$ cat src/rtl/adder_rr_scheduler.sv
// Round-robin scheduler sharing one ripple-carry adder among NUM_REQ requesters.
// One operation in flight: IDLE (grant/capture) -> EXEC (add) -> RESP (hold until accepted).

module adder_rr_scheduler_rca #(
    parameter int WIDTH = 32
) (
    input  logic [WIDTH-1:0] i_a,
    input  logic [WIDTH-1:0] i_b,
    input  logic             i_cin,
    output logic [WIDTH-1:0] o_y,
    output logic             o_cout
);
    logic [WIDTH:0] w_c;

    assign w_c[0] = i_cin;

    for (genvar g = 0; g < WIDTH; g++) begin : g_bit
        assign o_y[g]     = i_a[g] ^ i_b[g] ^ w_c[g];
        assign w_c[g + 1] = (i_a[g] & i_b[g]) | (w_c[g] & (i_a[g] ^ i_b[g]));
    end

    assign o_cout = w_c[WIDTH];
endmodule

module adder_rr_scheduler #(
    parameter int WORD_WIDTH = 32,
    parameter int NUM_REQ    = 4,
    parameter int IDX_W      = 2
) (
    input  logic                          clk,
    input  logic                          reset,
    input  logic [NUM_REQ-1:0]            req_valid,
    output logic [NUM_REQ-1:0]            req_ready,
    input  logic [NUM_REQ*WORD_WIDTH-1:0] req_a,
    input  logic [NUM_REQ*WORD_WIDTH-1:0] req_b,
    output logic                          rsp_valid,
    input  logic                          rsp_ready,
    output logic [IDX_W-1:0]              rsp_id,
    output logic [WORD_WIDTH-1:0]         rsp_y,
    output logic                          rsp_cout,
    output logic                          busy
);
    typedef enum logic [1:0] {
        S_IDLE,
        S_EXEC,
        S_RESP
    } state_t;

    state_t                r_state;
    state_t                w_next_state;
    logic [WORD_WIDTH-1:0] r_op_a;
    logic [WORD_WIDTH-1:0] r_op_b;
    logic [IDX_W-1:0]      r_op_id;
    logic [WORD_WIDTH-1:0] r_res_y;
    logic                  r_res_cout;
    logic [IDX_W-1:0]      r_rsp_id;
    logic [IDX_W-1:0]      r_rr_ptr;

    logic                  w_found;
    logic [IDX_W-1:0]      w_grant;
    logic [IDX_W-1:0]      w_idx;
    logic [IDX_W-1:0]      w_ptr_next;
    logic [WORD_WIDTH-1:0] w_sel_a;
    logic [WORD_WIDTH-1:0] w_sel_b;
    logic [WORD_WIDTH-1:0] w_sum;
    logic                  w_cout;

    // First valid requester at or after r_rr_ptr, wrapping modulo NUM_REQ.
    always_comb begin
        w_found = 1'b0;
        w_grant = '0;
        w_idx   = '0;
        for (int unsigned k = 0; k < NUM_REQ; k++) begin
            w_idx = IDX_W'((32'(r_rr_ptr) + k) % NUM_REQ);
            if (!w_found && req_valid[w_idx]) begin
                w_found = 1'b1;
                w_grant = w_idx;
            end
        end
    end

    always_comb begin
        w_sel_a = '0;
        w_sel_b = '0;
        for (int unsigned k = 0; k < NUM_REQ; k++) begin
            if (IDX_W'(k) == w_grant) begin
                w_sel_a = req_a[k*WORD_WIDTH +: WORD_WIDTH];
                w_sel_b = req_b[k*WORD_WIDTH +: WORD_WIDTH];
            end
        end
    end

    assign w_ptr_next = (w_grant == IDX_W'(NUM_REQ - 1)) ? '0 : w_grant + 1'b1;

    adder_rr_scheduler_rca #(
        .WIDTH(WORD_WIDTH)
    ) u_adder (
        .i_a   (r_op_a),
        .i_b   (r_op_b),
        .i_cin (1'b0),
        .o_y   (w_sum),
        .o_cout(w_cout)
    );

    always_comb begin
        w_next_state = r_state;
        req_ready    = '0;
        case (r_state)
            S_IDLE: begin
                if (w_found) begin
                    w_next_state       = S_EXEC;
                    req_ready[w_grant] = ~reset;
                end
            end
            S_EXEC:  w_next_state = S_RESP;
            S_RESP:  if (rsp_ready) w_next_state = S_IDLE;
            default: w_next_state = S_IDLE;
        endcase
    end

    always_ff @(posedge clk or posedge reset) begin
        if (reset) begin
            r_state    <= S_IDLE;
            r_op_a     <= '0;
            r_op_b     <= '0;
            r_op_id    <= '0;
            r_res_y    <= '0;
            r_res_cout <= 1'b0;
            r_rsp_id   <= '0;
            r_rr_ptr   <= '0;
        end else begin
            r_state <= w_next_state;
            case (r_state)
                S_IDLE: begin
                    if (w_found) begin
                        r_op_a   <= w_sel_a;
                        r_op_b   <= w_sel_b;
                        r_op_id  <= w_grant;
                        r_rr_ptr <= w_ptr_next;
                    end
                end
                // Response id gets its own register so rsp_id holds through the next EXEC.
                S_EXEC: begin
                    r_res_y    <= w_sum;
                    r_res_cout <= w_cout;
                    r_rsp_id   <= r_op_id;
                end
                default: ;
            endcase
        end
    end

    assign rsp_valid = (r_state == S_RESP);
    assign rsp_y     = r_res_y;
    assign rsp_cout  = r_res_cout;
    assign rsp_id    = r_rsp_id;
    assign busy      = (r_state != S_IDLE);
endmodule

$ cat config.mk
export PLATFORM = sky130hd
export DESIGN_NAME = adder_rr_scheduler
export DESIGN_NICKNAME = d
export VERILOG_FILES = /design/src/rtl/adder_rr_scheduler.sv
export SDC_FILE = /design/constraint.sdc
export NUM_CORES = 1
export LEC_CHECK = 0
export BUFFER_PORTS_ARGS = -buffer_cell sky130_fd_sc_hd__buf_2
export CAP_MARGIN = 5
export CORE_ASPECT_RATIO = 1.75
export CORE_MARGIN = 2
export CORE_UTILIZATION = 45
export CTS_BUF_LIST = sky130_fd_sc_hd__clkbuf_2 sky130_fd_sc_hd__clkbuf_4 sky130_fd_sc_hd__clkbuf_8
export DETAILED_ROUTE_END_ITERATION = 8
export PLACE_DENSITY = 0.79
export SETUP_SLACK_MARGIN = 0.02
export SYNTH_ARGS = -nofsm -noshare
export SYNTH_HDL_FRONTEND = slang
export SYNTH_SLANG_ARGS = --single-unit
$ cat constraint.sdc
create_clock -name clk -period 11.9 [get_ports clk]
set_clock_uncertainty 0.15 [all_clocks]
set_input_delay 1.19 -clock clk [delete_from_list [all_inputs] [get_ports clk]]
set_output_delay 1.19 -clock clk [all_outputs]
set_load 0.005 [all_outputs]
==> results_dict.tcl <==
set metrics [dict create \
    endpoint_kind "register" \
    clk_pin_slew_ns 0.09 \
    hp-class "reg2reg" \
    gr-total-overflow 0 \
    cpMostUsedCell "fa_2" \
    maxCapViolations 0 \
    clock.fmax_mhz 84.7 \
    syn_avg_cell_area_um2 9.35 \
    dp_hpwl_mm 16.0 \
    grt_max_degree 129 \
    synth_cell_types 34 \
    rsz0062_at_grt "yes" \
    post-route-period-util_pct 99.2 \
    syn_inst 748 \
    multi_input_area_mm2 0.00389 \
    io_buffers 303 \
    place.gp.congestion 0.916 \
    postLayoutCoreUtil_pct 57.4 \
    rows 60 \
    ios 304 \
    final_cells 1187 \
    crit_arrival_ns 11.93 \
    core_area_mm2 0.0153 \
    final_cell_mix "buf_2, a21oi_1, dfrtp_1" \
    design_area_mm2 0.00879 \
    crit_type "reg2reg" \
    fin_crit_ns 11.81 \
    syn_to_final_growth_pct 25.7 \
    die_h_um 169 \
    slowest_delay_ns 0.40 \
    grt_pass1_vias 6813 \
    antenna_found_initial 1 \
    p_leak_nw 4.03 \
    antenna_left 0 \
    yosysSeqAreaShare_pct 37.6 \
    cts_buffers 9 \
    drtIter0Drc 310 \
    clock_latency_ns 0.37 \
    syn-cell-area_mm2 0.00699 \
    status "completed" \
    wl_per_cell_um 18.5 \
    dieArea_mm2 0.0166 \
    viasPerCell 5.76 \
    cts_max_level 3 \
    ctsLongestPathBuffers 2 \
    clock_sinks 105 \
    synth-seq-cells 105 \
    final_hold_viol_count 0 \
    cp_max_fo 2 \
    finalWirelength_mm 21.9 \
    synthFlopType "dfrtp_1" \
    start_kind "register" \
    async_flop_share_pct 100 \
    peakVddDrop_uv 136 \
    slew_viol_final 0 \
    nets 1294 \
    fillCellCount 1408 \
    cp.required_ns 12.02 \
    synth-edff-count 0 \
    layout_commonest_cell "buf_2" \
    relSlewSlack_pct 26.3 \
    powerDensity_mw_per_mm2 276 \
    register_area_mm2 0.00263 \
    syn_nets 1047 \
    cts_tree "done" \
    dpl_cell_area_mm2 0.00857 \
    yosysWarningCount 0 \
    place_inst 1170 \
    grt_util_all_layers_pct 26.3 \
    whs_ns 0.333 \
    via_count 6838 \
    fp.dieW_um 98.2 \
    firstDrtPassIters 4 \
    worst_pin_slew_ns 1.11 \
    drc_errors 0 \
    grt_pass1_wl_mm 34.8 \
    setup_viol 0 \
    start_util_pct 45.7 \
    critPathSlowestCell "dfrtp_1" \
    clockRootBuffer "clkbuf_8" \
    drive_gt1_share_pct 41.0 \
    post_cts_buffers 0 \
]
[final timing paths]
path                                             from                     to  slack, ns  cells past startpoint
worst max register to register  r_op_a[0]$_DFFE_PP0P_  rsp_y[31]$_DFFE_PP0N_       0.09                     36
max in group asynchronous                       reset  rsp_y[16]$_DFFE_PP0N_       9.68                      3
worst max-delay path            r_op_a[0]$_DFFE_PP0P_  rsp_y[31]$_DFFE_PP0N_       0.09                     36
min in group asynchronous                       reset   rsp_y[5]$_DFFE_PP0N_       0.78                      2
worst min register to register  rsp_y[16]$_DFFE_PP0N_  rsp_y[16]$_DFFE_PP0N_       0.33                      2
worst min-delay path            rsp_y[16]$_DFFE_PP0N_  rsp_y[16]$_DFFE_PP0N_       0.33                      2
[critical path, delay by kind of cell, from the launching register on]
kind,cells,cell delay [ns]
adder cells (fa/ha/maj),32,10.88
flip-flops,1,0.40
buffers and inverters,3,0.18
AO/OA/AOI/OAI,1,0.13
[cell usage after synthesis (10+ instances only)]
library cell | count | area share, %
a21oi_1 | 130 | 9.3
dfrtp_1 | 105 | 38
inv_1 | 75 | 4.0
nand2_1 | 69 | 3.7
a221o_1 | 64 | 9.2
nand3b_1 | 64 | 6.9
a31oi_1 | 54 | 4.8
clkbuf_1 | 52 | 2.8
mux2_2 | 32 | 5.2
fa_1 | 31 | 8.9
buf_2 | 16 | 1.1
a31oi_2 | 10 | 1.8
[metrics by stage]
step / power (mW) / TNS (ns) / setup slack (ns)
2_1_floorplan: 1.75 / 0 / 0.0372
3_3_place_gp: 2.14 / -0.603 / -0.383
3_5_place_dp: 2.21 / -0.946 / -0.514
4_1_cts: 2.44 / 0 / 0.0506
5_1_grt: 2.65 / -0.223 / -0.223
6_report: 2.43 / 0 / 0.0921
[per-layer routing]
layer / vias up / routed length (um) / GRT usage, %
li1: 3200 / - / -
met1: 3272 / 7950 / 30.5
met3: 53 / 1290 / 4.00
met4: 0 / 906 / 11.0
met5: - / 0 / 0
met2: 313 / 11800 / 47.9
[flip-flops by register name, indices dropped and copies added (netlist names)]
signal,count
r_state,2
r_op_a,32
r_op_id,2
rsp_cout,1
r_rr_ptr,2
rsp_y,32
rsp_id,2
r_op_b,32
[power breakdown]
part / internal (mW) / leakage (nW) / switching [mW]
clock: 0.0860 / 0.0937 / 0.126
combinational: 0.704 / 2.72 / 0.805
sequential: 0.556 / 1.22 / 0.150
[layout make-up]
cell class	count	area share, %
Clock buffer	11	1.65
Antenna cell	1	0.0285
Inverter	76	3.27
Sequential cell	105	29.9
Clock inverter	5	0.441
Timing Repair Buffer	310	17.9
Tap cell	186	2.65
Multi-Input combinational cell	493	44.2
[cell families (layout without fill, tap and decap cells)]
kind of cell               Yosys count  count (layout)  synth area share, %
adders and majority gates           36              36                 9.77
other                                0               1                    0
DFF                                105             105                 37.6
and+or+nand+nor                    154             154                 12.6
AOI/OAI and AO/OA                  271             271                 26.3
buffers and inverters              150             402                 8.66
muxes                               32              32                 5.15
[timing repair]
action	CTS	global route
hold buffers	0	0
pin swaps	0	1
resized for setup	14	0
setup endpoints to repair	3	1
Power figures use the tool's default switching activity.
